File: src/rtl/debug_uart_pkg.sv
// Shared types and frame constants for the debug UART transmitter.
// Latency: n/a (declarations only).
// Backpressure: n/a (declarations only).
package debug_uart_pkg;

    // Transmit sequencer states, one per segment of an 8N1 frame.
    typedef enum logic [1:0] {
        ST_IDLE  = 2'd0,
        ST_START = 2'd1,
        ST_DATA  = 2'd2,
        ST_STOP  = 2'd3
    } tx_state_e;

    // Frame shape: 8 data bits, no parity, one stop bit.
    localparam int   DATA_BITS   = 8;
    localparam logic START_LEVEL = 1'b0;
    localparam logic STOP_LEVEL  = 1'b1;
    localparam logic IDLE_LEVEL  = 1'b1;

endpackage

File: src/rtl/debug_uart_tx_if.sv
// Byte-push and status bundle between the CPU debug port and the UART transmitter.
// Latency: n/a (wiring only).
// Backpressure: none on the wire; the producer watches fifo_full/overflow itself.
//
// Signals:
//   tx_Data      byte to send, sampled when tx_DataValid is high
//   tx_DataValid one byte pushed per cycle held high
//   overflow_clr clears the sticky overflow flag
//   busy         frame on the line or bytes still buffered
//   fifo_full    buffer holds its full depth of bytes
//   overflow     sticky: at least one byte was dropped
interface debug_uart_tx_if;
    logic [7:0] tx_Data;
    logic       tx_DataValid;
    logic       overflow_clr;
    logic       busy;
    logic       fifo_full;
    logic       overflow;

    // Core side drives bytes and reads status.
    modport master (
        output tx_Data,
        output tx_DataValid,
        output overflow_clr,
        input  busy,
        input  fifo_full,
        input  overflow
    );

    // Transmitter side consumes bytes and reports status.
    modport slave (
        input  tx_Data,
        input  tx_DataValid,
        input  overflow_clr,
        output busy,
        output fifo_full,
        output overflow
    );
endinterface

File: src/rtl/debug_uart_tx_sync_fifo.sv
// Generic single-clock FIFO, power-of-two depth, registered pointers and count.
// Latency: a pushed entry is visible on pop_dat/empty the cycle after the push edge.
// Backpressure: push is ignored when full unless a pop happens on the same edge.
//
// Ports: clk, resetn (async active-low); push/push_dat write side;
//        pop/pop_dat read side (pop_dat is the head entry, valid when !empty);
//        full, empty, count status.
module sync_fifo #(
    parameter int WIDTH = 8,
    parameter int DEPTH = 16
) (
    input  logic                     clk,
    input  logic                     resetn,
    input  logic                     push,
    input  logic [WIDTH-1:0]         push_dat,
    input  logic                     pop,
    output logic [WIDTH-1:0]         pop_dat,
    output logic                     full,
    output logic                     empty,
    output logic [$clog2(DEPTH):0]   count
);

    localparam int PTR_W = $clog2(DEPTH);

    logic [PTR_W-1:0] wr_ptr;
    logic [PTR_W-1:0] rd_ptr;
    logic [WIDTH-1:0] mem [DEPTH];
    logic             do_push;
    logic             do_pop;

    // A pop frees the head slot on the same edge, so a full FIFO can still
    // take a push then; the write lands in the slot being vacated.
    assign do_pop  = pop & ~empty;
    assign do_push = push & (~full | do_pop);

    assign full    = (count == (PTR_W+1)'(DEPTH));
    assign empty   = (count == '0);
    assign pop_dat = mem[rd_ptr];

    always_ff @(posedge clk or negedge resetn) begin
        if (!resetn) begin
            wr_ptr <= '0;
            rd_ptr <= '0;
            count  <= '0;
        end else begin
            // Pointers are exactly PTR_W bits, so they wrap on their own.
            if (do_push) wr_ptr <= wr_ptr + 1'b1;
            if (do_pop)  rd_ptr <= rd_ptr + 1'b1;
            case ({do_push, do_pop})
                2'b10:   count <= count + 1'b1;
                2'b01:   count <= count - 1'b1;
                default: count <= count;
            endcase
        end
    end

    // Storage carries no reset; only pointers and count define validity.
    always_ff @(posedge clk) begin
        if (do_push) mem[wr_ptr] <= push_dat;
    end

endmodule

File: src/rtl/debug_uart_tx.sv
// Buffers CPU debug bytes and serialises them as 8N1 UART frames on uart_txd.
// Latency: byte pushed into an empty idle buffer -> start bit on the 2nd edge after the push.
// Backpressure: none to the core; bytes arriving with the buffer full are dropped and flag overflow.
//
// Ports: clk, resetn (async active-low); dbg (slave modport: tx_Data, tx_DataValid,
//        overflow_clr in; busy, fifo_full, overflow out); uart_txd serial out, idle high.
module debug_uart_tx
    import debug_uart_pkg::*;
#(
    parameter int CLKS_PER_BIT = 434,
    parameter int FIFO_DEPTH   = 16
) (
    input  logic              clk,
    input  logic              resetn,
    debug_uart_tx_if.slave    dbg,
    output logic              uart_txd
);

    localparam int                CNT_W    = $clog2(CLKS_PER_BIT);
    localparam logic [CNT_W-1:0]  CNT_LAST = CNT_W'(CLKS_PER_BIT - 1);
    localparam int                LVL_W    = $clog2(FIFO_DEPTH) + 1;
    localparam logic [2:0]        LAST_BIT = 3'(DATA_BITS - 1);

    tx_state_e        state,    state_nxt;
    logic [CNT_W-1:0] baud_cnt, baud_nxt;
    logic [2:0]       bit_idx,  bit_idx_nxt;
    logic [7:0]       shift,    shift_nxt;
    logic             txd_q,    txd_nxt;
    logic             ovf_q;

    logic             fifo_pop;
    logic [7:0]       fifo_dat;
    logic             fifo_is_full;
    logic             fifo_empty;
    logic [LVL_W-1:0] fifo_count;
    logic             bit_end;
    logic             drop;

    sync_fifo #(
        .WIDTH (8),
        .DEPTH (FIFO_DEPTH)
    ) u_fifo (
        .clk      (clk),
        .resetn   (resetn),
        .push     (dbg.tx_DataValid),
        .push_dat (dbg.tx_Data),
        .pop      (fifo_pop),
        .pop_dat  (fifo_dat),
        .full     (fifo_is_full),
        .empty    (fifo_empty),
        .count    (fifo_count)
    );

    assign bit_end = (baud_cnt == CNT_LAST);

    // Next-state, counters and the line level for the *current* state.
    // The line level is registered one edge later, which yields the
    // two-edge push-to-start-bit latency and a flop-driven pin.
    always_comb begin
        state_nxt   = state;
        baud_nxt    = baud_cnt;
        bit_idx_nxt = bit_idx;
        shift_nxt   = shift;
        fifo_pop    = 1'b0;
        txd_nxt     = IDLE_LEVEL;

        case (state)
            ST_IDLE: begin
                txd_nxt = IDLE_LEVEL;
                if (!fifo_empty) begin
                    fifo_pop  = 1'b1;
                    shift_nxt = fifo_dat;
                    baud_nxt  = '0;
                    state_nxt = ST_START;
                end
            end

            ST_START: begin
                txd_nxt = START_LEVEL;
                if (bit_end) begin
                    baud_nxt    = '0;
                    bit_idx_nxt = '0;
                    state_nxt   = ST_DATA;
                end else begin
                    baud_nxt = baud_cnt + 1'b1;
                end
            end

            ST_DATA: begin
                // LSB first: shift[0] is always the bit on the line.
                txd_nxt = shift[0];
                if (bit_end) begin
                    baud_nxt  = '0;
                    shift_nxt = {1'b0, shift[7:1]};
                    if (bit_idx == LAST_BIT) begin
                        state_nxt = ST_STOP;
                    end else begin
                        bit_idx_nxt = bit_idx + 1'b1;
                    end
                end else begin
                    baud_nxt = baud_cnt + 1'b1;
                end
            end

            ST_STOP: begin
                txd_nxt = STOP_LEVEL;
                if (bit_end) begin
                    baud_nxt = '0;
                    // Chain straight into the next frame when more bytes wait,
                    // so consecutive frames have no idle gap between them.
                    if (!fifo_empty) begin
                        fifo_pop  = 1'b1;
                        shift_nxt = fifo_dat;
                        state_nxt = ST_START;
                    end else begin
                        state_nxt = ST_IDLE;
                    end
                end else begin
                    baud_nxt = baud_cnt + 1'b1;
                end
            end

            default: begin
                state_nxt = ST_IDLE;
                baud_nxt  = '0;
            end
        endcase
    end

    always_ff @(posedge clk or negedge resetn) begin
        if (!resetn) begin
            state    <= ST_IDLE;
            baud_cnt <= '0;
            bit_idx  <= '0;
            shift    <= '0;
            txd_q    <= IDLE_LEVEL;
        end else begin
            state    <= state_nxt;
            baud_cnt <= baud_nxt;
            bit_idx  <= bit_idx_nxt;
            shift    <= shift_nxt;
            txd_q    <= txd_nxt;
        end
    end

    // A byte is lost only when the buffer is full and nothing leaves it
    // on the same edge. A drop outranks a clear arriving together.
    assign drop = dbg.tx_DataValid & fifo_is_full & ~fifo_pop;

    always_ff @(posedge clk or negedge resetn) begin
        if (!resetn) begin
            ovf_q <= 1'b0;
        end else if (drop) begin
            ovf_q <= 1'b1;
        end else if (dbg.overflow_clr) begin
            ovf_q <= 1'b0;
        end
    end

    assign uart_txd      = txd_q;
    assign dbg.overflow  = ovf_q;
    assign dbg.fifo_full = (fifo_count == LVL_W'(FIFO_DEPTH));
    assign dbg.busy      = (state != ST_IDLE) | ~fifo_empty;

endmodule

File: src/flat_wrapper.sv
// flat-port wrapper written by rule: the top's interface ports become plain ports
module debug_uart_tx_flat import debug_uart_pkg::*;
#(
    parameter int CLKS_PER_BIT = 434,
    parameter int FIFO_DEPTH   = 16
)
  (clk, resetn, uart_txd, dbg_tx_Data, dbg_tx_DataValid, dbg_overflow_clr, dbg_busy, dbg_fifo_full, dbg_overflow);
  debug_uart_tx_if dbg_i ();
  input  logic clk;
  input  logic resetn;
  output logic uart_txd;
  input wire logic [$bits(dbg_i.tx_Data)-1:0] dbg_tx_Data;
  input wire logic [$bits(dbg_i.tx_DataValid)-1:0] dbg_tx_DataValid;
  input wire logic [$bits(dbg_i.overflow_clr)-1:0] dbg_overflow_clr;
  output wire logic [$bits(dbg_i.busy)-1:0] dbg_busy;
  output wire logic [$bits(dbg_i.fifo_full)-1:0] dbg_fifo_full;
  output wire logic [$bits(dbg_i.overflow)-1:0] dbg_overflow;
  assign dbg_i.tx_Data = dbg_tx_Data;
  assign dbg_i.tx_DataValid = dbg_tx_DataValid;
  assign dbg_i.overflow_clr = dbg_overflow_clr;
  assign dbg_busy = dbg_i.busy;
  assign dbg_fifo_full = dbg_i.fifo_full;
  assign dbg_overflow = dbg_i.overflow;
  debug_uart_tx #(.CLKS_PER_BIT(CLKS_PER_BIT), .FIFO_DEPTH(FIFO_DEPTH)) u_core (.clk(clk), .resetn(resetn), .dbg(dbg_i), .uart_txd(uart_txd));
endmodule
File: config.mk
export PLATFORM = sky130hd
export DESIGN_NAME = debug_uart_tx_flat
export DESIGN_NICKNAME = d
export VERILOG_FILES = /design/src/rtl/debug_uart_pkg.sv /design/src/rtl/debug_uart_tx_if.sv /design/src/rtl/debug_uart_tx_sync_fifo.sv /design/src/rtl/debug_uart_tx.sv /design/src/flat_wrapper.sv
export SDC_FILE = /design/constraint.sdc
export NUM_CORES = 1
export LEC_CHECK = 0
export BUFFER_PORTS_ARGS = -buffer_cell sky130_fd_sc_hd__buf_4
export CAP_MARGIN = 25
export CORE_UTILIZATION = 60
export DETAILED_ROUTE_END_ITERATION = 16
export PLACE_DENSITY = 0.81
export SETUP_SLACK_MARGIN = 0.4
export SYNTH_ARGS = -nofsm -noshare
export SYNTH_HDL_FRONTEND = slang
export SYNTH_SLANG_ARGS = --single-unit
File: constraint.sdc
create_clock -name clk -period 5.55 [get_ports clk]
set_input_delay 0.8325 -clock clk [delete_from_list [all_inputs] [get_ports clk]]
set_output_delay 0.8325 -clock clk [all_outputs]
set_load 0.005 [all_outputs]
Word level (Yosys, flattened, before mapping)
Memory sizes are Yosys's and may differ from the RTL's.
Cells that the tools add are included.
- flip-flop bits (word level): 37
- memory bits (writable): 128
- output and inout port bits: 4
- word-level logic and storage cells: 78
- memories: 1
- memory list (memory ; words ; width ; rd ports ; clocked after memory_dff ; write ports ; RTL line ; source):
    u_core.u_fifo.mem ; 16 ; 8 ; 1 ; 0 ; 1 ; debug_uart_tx_sync_fifo.sv:27 ; logic [WIDTH-1:0] mem [DEPTH];
- add/sub/neg operators: 6
- eq/ne operators: 14
- muxes and demuxes: 27
- bitwise operators: 9
- reductions and logical operators: 12
- operators by type and width (operator ; count):
    $mux 8 ; 3
    $pmux 8 s3 ; 1
    $mux 9 ; 2
    $pmux 9 s2 ; 1
    $mux 2 ; 5
    $pmux 5 s2 ; 1
    $add 9x1->9 const B ; 1
    $eq 9x9->1 const B ; 1
    $mux 3 ; 3
    $add 4x1->4 const B ; 2
    $ne 2x1->1 const B ; 4
    $pmux 2 s4 ; 1
    $reduce_bool 2->1 ; 4
    $mux 1 ; 7
    $eq 2x2->1 const B ; 3
    $pmux 3 s2 ; 1
    $add 5x1->5 const B ; 1
    $eq 5x5->1 const B ; 1
    $logic_not 5->1 ; 1
    $reduce_and 5->1 ; 1
    $sub 5x1->5 const B ; 1
    $and 1x1->1 ; 4
    $eq 2x1->1 const B ; 2
    $ne 2x2->1 const B ; 2
    other kinds (12) ; 15

Logic depth before layout (Yosys ltp)
Gate-level depths: netlist of run 1.
- depth after elaboration: 9
- depth in mapped cells: 12
- depth with buffers taken out: 11

By module
Synthesis of run 1 repeated with hierarchy kept, for this count alone.
- cells, all modules: 440
- area, all modules: 7186.9 µm²
- by module, submodules not included (module ; instances ; cells each ; area an instance (µm²)):
    sync_fifo ; 1 ; 302 ; 5748.0
    debug_uart_tx ; 1 ; 138 ; 1438.9

Worst setup path before layout of run 1
OpenSTA, ideal clock, no wires.
- path kind: register to register
- start: register u_core.baud_cnt[6]
- end: memory u_core.u_fifo.mem[4][0], enable pin
- library setup time: 0.383 ns
- arrival: 2.327 ns
- required time: 5.167 ns
- setup slack: 2.840 ns
- stages on the path, launching flop included: 7
- cells stage by stage: dfrtp_1 or4b_4 o21ba_2 o21a_1 nand2b_4 buf_6 nor3_1
- word-level cells in the longest chain between the ends: 8
- ends and longest elaborated chain (item ; RTL line ; source):
    start, declared ; debug_uart_tx.sv:25 ; logic [CNT_W-1:0] baud_cnt, baud_nxt;
    start signal, assigned ; debug_uart_tx.sv:139 ; baud_cnt <= baud_nxt;
    $eq 9x9->1 ; debug_uart_tx.sv:54 ; assign bit_end = (baud_cnt == CNT_LAST);
    $mux 1 ; debug_uart_tx.sv:107 ; if (bit_end) begin
    $pmux 1 s2 ; debug_uart_tx.sv:67 ; case (state)
    $and 1x1->1 ; debug_uart_tx_sync_fifo.sv:33 ; assign do_pop = pop & ~empty;
    $or 1x1->1 ; debug_uart_tx_sync_fifo.sv:34 ; assign do_push = push & (~full | do_pop);
    $and 1x1->1 ; debug_uart_tx_sync_fifo.sv:34 ;
    $mux 1 ; debug_uart_tx_sync_fifo.sv:59 ; if (do_push) mem[wr_ptr] <= push_dat;
    $mux 1 (implied by the code) ; debug_uart_tx_sync_fifo.sv:59 ;
    end, declared ; debug_uart_tx_sync_fifo.sv:27 ;
Every way passes these cells.

Worst setup path after layout of run 1
- start: register u_core.baud_cnt[6]
- end: register u_core.u_fifo.count[4]
- word-level cells in the longest chain between the ends: 8
- elaborated cells between the ends (all ways): 10
- ends and longest elaborated chain (item ; RTL line ; source):
    $eq 9x9->1 * ; debug_uart_tx.sv:54 ;
    $mux 1 * ; debug_uart_tx.sv:107 ;
    $pmux 1 s2 * ; debug_uart_tx.sv:67 ;
    $and 1x1->1 * ; debug_uart_tx_sync_fifo.sv:33 ;
    $or 1x1->1 ; debug_uart_tx_sync_fifo.sv:34 ;
    $and 1x1->1 ; debug_uart_tx_sync_fifo.sv:34 ;
    $eq 2x1->1 / $eq 2x2->1 (equally long branches) ; debug_uart_tx_sync_fifo.sv:49 ; case ({do_push, do_pop})
    $pmux 5 s2 / $reduce_bool 2->1 (equally long branches) ; -- ;
    end signal, assigned ; debug_uart_tx_sync_fifo.sv:50 ; 2'b10: count <= count + 1'b1;
    end signal, assigned ; debug_uart_tx_sync_fifo.sv:51 ; 2'b01: count <= count - 1'b1;
    end signal, assigned ; debug_uart_tx_sync_fifo.sv:52 ; default: count <= count;
    end, declared ; debug_uart_tx_sync_fifo.sv:20 ; output logic [$clog2(DEPTH):0] count
Every way passes the cells marked *; elsewhere a longest branch is shown, timed or not.
A chain may end at the register's enable or synchronous reset.

==> summary.md, run 1 <==
| Metric | Value |
|---|---|
| Largest area contributor in the netlist | `edfxtp_1` |
| PortBufs | `15` |
| Unique masters post-synth | `50` |
| Post-synthesis sequential area ratio | `68.0%` |
| Number of global-route vias before repair | `3771` |
| Final setup viols | `0` |
| N_diodes | `0` |
| Crit path launch type | `flip-flop` |
| Crit-path max FO | `13` |
| Cell types occupying the most area after synthesis | `edfxtp_1, dfrtp_1, mux4_2, ha_1, a22oi_1` |
| Finished Layout Cells | `605` |
| Average routed wire per standard cell | `22.1 um` |
| Mapped Area | `7010 sq um` |
| Die outline height | `110 um` |
| Worst-Margin Slew | `0.958 ns` |
| Placed cell count | `571` |
| Count leader, synth | `edfxtp_1` |
| Clk buf depth | `2` |
| Hold Vio Cnt, Final | `0` |
| Post-Synthesis Mean Instance Area | `16.1 sq um` |
| Final critical-path share of the clock period | `54.5%` |
| Max-cap violations | `0` |
| Antenna viol nets, final | `0` |
| Vias per Instance | `6.35` |
| Clk_lat worst skew | `0.43 ns` |
| Via Count | `3839` |
| Post-CTS setup repair buffer count | `0` |
| Worst EP required | `5.90 ns` |
| Syn_nets | `462` |
| Cell row count | `39` |
| Main synth FF type | `edfxtp_1` |
| Routability congestion estimate | `0.871` |
| EDFF count, synth | `128` |
| Async SR Flop Fraction | `22.4%` |
| #FFs+latches synth | `165` |
| Util after Layout | `68.4%` |
| Outcome | `completed` |
| 1st-pass router iterations | `7` |
| Total gr overflow | `0` |
| P_leak | `2.77 nW` |
| CTS root buffer | `clkbuf_16` |
| CP Class | `reg2reg` |
| Fmax achieved | `331 MHz` |
| Hold WC Path Type | `in2async` |
| Area growth from synthesis to layout | `11.5%` |
| Post-CTS Resized | `0` |
| YS warnings | `0` |
| CP max-delay cell | `o21bai_1` |
| DR iter-0 viols | `285` |
| Crit-path cells | `or4b_4 -> o21bai_1 -> nand3_1 -> xnor2_1 -> ha_1 -> nor3_1 -> nand2_1 -> mux2i_1 -> xor2_1` |
| Post-layout nets | `476` |
| Tot GR Track Use | `24.6%` |
| DRC viols | `0` |
| Ratio of cells with drive above 1 in the final layout | `21.2%` |
| First-pass GRT wire length | `20700 um` |
| Pins over their slew limit | `0` |
| Worst slew margin | `35.9%` |
| Top post-synthesis cells by count | `edfxtp_1, dfrtp_1, mux4_2` |
| Total Die Area | `12100 sq um` |
| Area of the core | `11400 sq um` |
| Largest net degree at the start of global routing | `38` |
| Final WL | `13400 um` |
| Setup TNS | `0 ns` |
| Die width | `110 um` |
| CTS Buf Count | `17` |
| H-tree Lvls | `4` |
| Yosys top cell area share | `54.8%` |
| CTS Hold Buffers Added | `0` |
| Power Density | `525 nW/um^2` |
| CTS tree | `built` |
| Io pins | `16` |
| Initial Utilization | `61.4%` |
| Clock Pin Slew Worst Setup and Hold Paths | `0.06 ns` |
| Worst-case vdd ir drop | `0.000392 V` |
| Critical path endpoint category | `flip-flop` |
| Synth Instances | `436` |
| Initial antenna violation count | `0` |
| Largest stage delay, worst path | `0.64 ns` |
| Post-DP HPWL | `8360 um` |
| Sink Count | `165` |
| Skew final | `0.0118 ns` |
| RSZ-0062 raised after global routing | `no` |
| Tmin final | `3.03 ns` |
| Crit path DAT | `3.37 ns` |
## where the power goes
| part | internal [W] | switching (W) |
|---|---|---|
| clock network | 0.000711 | 0.000495 |
| registers | 0.00154 | 0.000161 |
| logic | 0.000527 | 0.000663 |
## kinds of logic after synthesis
family | after synthesis | share of synthesized area, %
adders and majority gates | 14 | 2.50
and+or+nand+nor | 87 | 6.89
DFF | 165 | 68.0
buffers and inverters | 43 | 2.69
AOI/OAI and AO/OA | 79 | 7.37
xor gates and xnor gates | 10 | 1.25
muxes | 38 | 11.3
## sequential cells by signal (all words and copies together), names as in the netlist
signal                count
u_core.u_fifo.rd_ptr      4
u_core.bit_idx            3
u_core.u_fifo.count       5
u_core.state              2
u_core.dbg.overflow       1
u_core.u_fifo.mem       128
u_core.uart_txd           1
u_core.u_fifo.wr_ptr      4
u_core.baud_cnt           9
u_core.shift              8
## critical path: cells and delay by family, from the launching register on
family | cells | cell delay [ns]
compound gates | 1 | 0.64
mux | 1 | 0.17
xor+xnor | 2 | 0.33
flops | 1 | 0.44
simple gates | 4 | 1.15
fa+ha+maj | 1 | 0.21
## final cells by class
class,instances,area [sq um]
Clock buffer,17,425
Clock inverter,14,171
Fill cell,743,3600
Inverter,18,67.6
Multi-Input combinational cell,228,2050
Sequential cell,165,4770
Tap cell,143,179
Timing Repair Buffer,20,148
## layout by cell type (no fill, tap or decap), types with 2 or more instances in the layout
cell / n
nor3_2: 2
clkbuf_16: 17
edfxtp_1: 128
bufinv_16: 3
nor4b_2: 4
mux2i_1: 2
a31oi_1: 2
nor2_1: 16
nor3_1: 5
nor2b_1: 2
nand3b_1: 4
nand2_1: 27
mux4_2: 32
inv_1: 17
xor2_1: 7
mux2_2: 3
nor4_1: 2
and2_1: 3
o21bai_1: 2
nand3_1: 10
a22o_1: 5
nand4_1: 3
a211oi_1: 8
dfrtp_1: 35
o31ai_1: 3
clkinv_2: 3
and3_1: 5
xnor2_1: 3
a21oi_1: 16
ha_1: 14
inv_6: 5
a22oi_1: 14
o21ai_0: 18
o22ai_1: 3
buf_4: 18
## metal layers
layer	track usage (%)	share of wire, %	wire, um
met5	0	0	0
met1	33.6	42	5580
met3	6.23	6.3	840
met2	38.0	50	6620
met4	10.4	2.4	326
## metrics by stage
step / cell area (sq um) / worst slack [ns] / hold WS [ns] / power [W]
floorplan: 7010 / 2.84 / 0.449 / 0.00260
global placement: 7200 / 2.54 / 0.464 / 0.00285
detailed placement: 7200 / 2.37 / 0.476 / 0.00290
CTS: 7790 / 2.38 / 0.361 / 0.00410
global route: 7820 / 2.34 / 0.393 / 0.00430
finish: 7820 / 2.52 / 0.362 / 0.00410
## final timing paths
path                               startpoint  cells after the start  slack, ns                endpoint
setup / recovery           u_core.baud_cnt[6]                      9       2.52  u_core.u_fifo.count[4]
setup reg to reg           u_core.baud_cnt[6]                      9       2.52  u_core.u_fifo.count[4]
hold / removal                         resetn                      1       0.36      u_core.baud_cnt[0]
min in group clk              u_core.shift[7]                      2       0.49         u_core.shift[7]
max in group asynchronous              resetn                      1       4.85         u_core.uart_txd
hold reg to reg               u_core.shift[7]                      2       0.49         u_core.shift[7]
Note: power is estimated with default switching activity, not from simulation.
==> run 2: changes to the inputs <==
==> constraint.sdc (replaced) <==
create_clock -name clk -period 3.17 [get_ports clk]
set_input_delay 0.4755 -clock clk [delete_from_list [all_inputs] [get_ports clk]]
set_output_delay 0.4755 -clock clk [all_outputs]
set_load 0.005 [all_outputs]
==> run 2 against run 1 <==
  * The run now ends with hold timing left
  * Total power grew 76%
  * Global-route usage grew 0.13 points
  * Register-to-register slack lost 2.0 ns
  * Via count grew 3.4%
  * Largest power group unchanged
  * Combinational power grew 80%
  * Worst setup slack lost 2.0 ns
  * Clock power grew 66%
  * Routed wire length grew 2.2%
  * First-iteration DRC count grew 15%
  * Utilization grew 1.2 points
  * Hold slack lost 0.37 ns
  * Critical path depth shrank 3
  * Critical path type unchanged
==> summary.md, run 2 (synthesized netlist as in run 1, its figures left out) <==
| Metric | Value |
|---|---|
| Outcome | `complete, but fails checks` |
| Failing checks | `hold timing` |
| Commonest non-fill, non-tap cell in the layout | `edfxtp_1` |
| Post-DP HPWL | `8610 um (+3.0%)` |
| Initial Utilization | `61.4% (unchanged)` |
| Worst EP required | `3.30 ns (-2.60 ns)` |
| Sink Count | `165 (unchanged)` |
| RSZ-0062 raised after global routing | `no` |
| Antenna viol nets, final | `0 (unchanged)` |
| Crit path launch type | `flip-flop` |
| Total Die Area | `12100 sq um (unchanged)` |
| First-pass GRT wire length | `20800 um (+0.33%)` |
| Crit path DAT | `2.75 ns (-0.62 ns)` |
| Worst slew margin | `48.7% (+13 points)` |
| Post-layout nets | `491 (+3.2%)` |
| Clk_lat worst skew | `0.43 ns (about the same)` |
| Initial antenna violation count | `0 (unchanged)` |
| Finished Layout Cells | `621 (+2.6%)` |
| Via Count | `3970 (+3.4%)` |
| Vias per Instance | `6.39 (+0.75%)` |
| Clk buf depth | `2 (unchanged)` |
| Post-CTS setup repair buffer count | `0 (unchanged)` |
| Worst-case vdd ir drop | `0.000608 V (+55%)` |
| Min Hold Slack | `-0.00617 ns (-0.368 ns)` |
| Fmax achieved | `382 MHz (+16%)` |
| Most frequent cells in the layout | `edfxtp_1, dfrtp_1, buf_4` |
| Tot GR Track Use | `24.7% (+0.13 points)` |
| Average routed wire per standard cell | `22.0 um (-0.41%)` |
| Pins over their slew limit | `0 (unchanged)` |
| Number of global-route vias before repair | `3841 (+1.9%)` |
| DR iter-0 viols | `328 (+15%)` |
| Final WL | `13700 um (+2.2%)` |
| P_leak | `2.84 nW (+2.6%)` |
| Final critical-path share of the clock period | `82.6% (+28 points)` |
| CP Class | `reg2reg` |
| DRC viols | `0 (unchanged)` |
| CTS root buffer | `clkbuf_16` |
| Max FFs per register | `128 (unchanged)` |
| Clock Pin Slew Worst Setup and Hold Paths | `0.07 ns (about the same)` |
| Fill cell count | `710 (-4.4%)` |
| CTS tree | `built` |
| 1st-pass router iterations | `7 (unchanged)` |
| CTS Buf Count | `17 (unchanged)` |
| PortBufs | `15 (unchanged)` |
| Setup TNS | `0 ns (unchanged)` |
| Io pins | `16 (unchanged)` |
| N_diodes | `0 (unchanged)` |
| Final setup viols | `0 (unchanged)` |
| Post-CTS Resized | `0 (unchanged)` |
| Die width | `110 um (unchanged)` |
| Ratio of cells with drive above 1 in the final layout | `23.8% (+2.6 points)` |
| Tmin final | `2.62 ns (-0.408 ns)` |
| Max-cap violations | `0 (unchanged)` |
| Largest net degree at the start of global routing | `38 (unchanged)` |
| Area growth from synthesis to layout | `13.4%` |
| Largest reg by FF count | `u_core.u_fifo.mem` |
| Skew final | `0.00766 ns (-0.00412 ns)` |
| Hold WC Path Type | `in2async` |
| Area of the core | `11400 sq um (unchanged)` |
| Placed cell count | `589 (+3.2%)` |
| Worst-Margin Slew | `0.770 ns (-0.188 ns)` |
| Hold Vio Cnt, Final | `8 (+8)` |
| Routability congestion estimate | `0.822 (-5.6%)` |
| Power Density | `908 nW/um^2 (+73%)` |
| Total gr overflow | `0 (unchanged)` |
| H-tree Lvls | `4 (unchanged)` |
| Crit-path max FO | `18 (+5)` |
| CTS Hold Buffers Added | `0 (unchanged)` |
| Top Registers | `u_core.u_fifo.mem x128, u_core.baud_cnt x9, u_core.shift x8` |
| Critical path endpoint category | `flip-flop` |
| Cell row count | `39 (unchanged)` |
| Die outline height | `110 um (unchanged)` |
run 2: critical path, cell delays in order, from the launching register on:
cell and delay (ns):
dfrtp_1 0.44, or4b_4 0.59, o21ba_2 0.27, o21a_1 0.24, nand2b_4 0.27, nor4b_2 0.27, buf_4 0.23
run 2: cell type report:
type	count	area, sq um	share of cell area (%)
inverter	18	67.6	0.850
clock inverter	13	150	1.89
tap	143	179	2.25
sequential	165	4770	60.0
timing repair buffer	35	288	3.62
clock buffer	19	433	5.44
multi-input combinational	228	2060	25.9
run 2: power by group:
group | switching [W] | total, W | internal, W
clock | 0.000845 | 0.00201 | 0.00117
sequential | 0.000368 | 0.00306 | 0.00270
combinational | 0.00114 | 0.00214 | 0.00101
total | 0.00235 | 0.00722 | 0.00487
run 2: metal layers:
metal | vias to the layer above | GRT usage (%) | routed length (um)
met5 | - | 0 | 0
met4 | 0 | 12.1 | 378
met3 | 27 | 5.70 | 845
met2 | 153 | 38.8 | 6810
met1 | 2030 | 32.9 | 5620
li1 | 1760 | - | -
run 2: final timing paths:
check / start / to / slack (ns) / cells after the start
max: u_core.baud_cnt[6] / u_core.u_fifo.mem[1][1] / 0.55 / 6
min: resetn / u_core.baud_cnt[0] / -0.006 / 1
max reg2reg: u_core.baud_cnt[6] / u_core.u_fifo.mem[1][1] / 0.55 / 6
min reg2reg: u_core.u_fifo.count[4] / u_core.u_fifo.count[4] / 0.51 / 1
max in group asynchronous: resetn / u_core.uart_txd / 2.82 / 1
min in group clk: dbg_overflow_clr / u_core.dbg.overflow / 0.25 / 2
run 2: through the flow:
stage	total power, W	util (%)	hold WS, ns	setup WS (ns)	cell area, sq um
floorplan	0.00456	-	0.180	0.460	7010
global placement	0.00509	64.4	0.462	0.559	7360
detailed placement	0.00518	64.4	0.466	0.440	7360
CTS	0.00723	69.5	0.00470	0.422	7940
global route	0.00757	69.6	0.0377	0.476	7950
finish	0.00722	69.6	-0.00617	0.552	7950
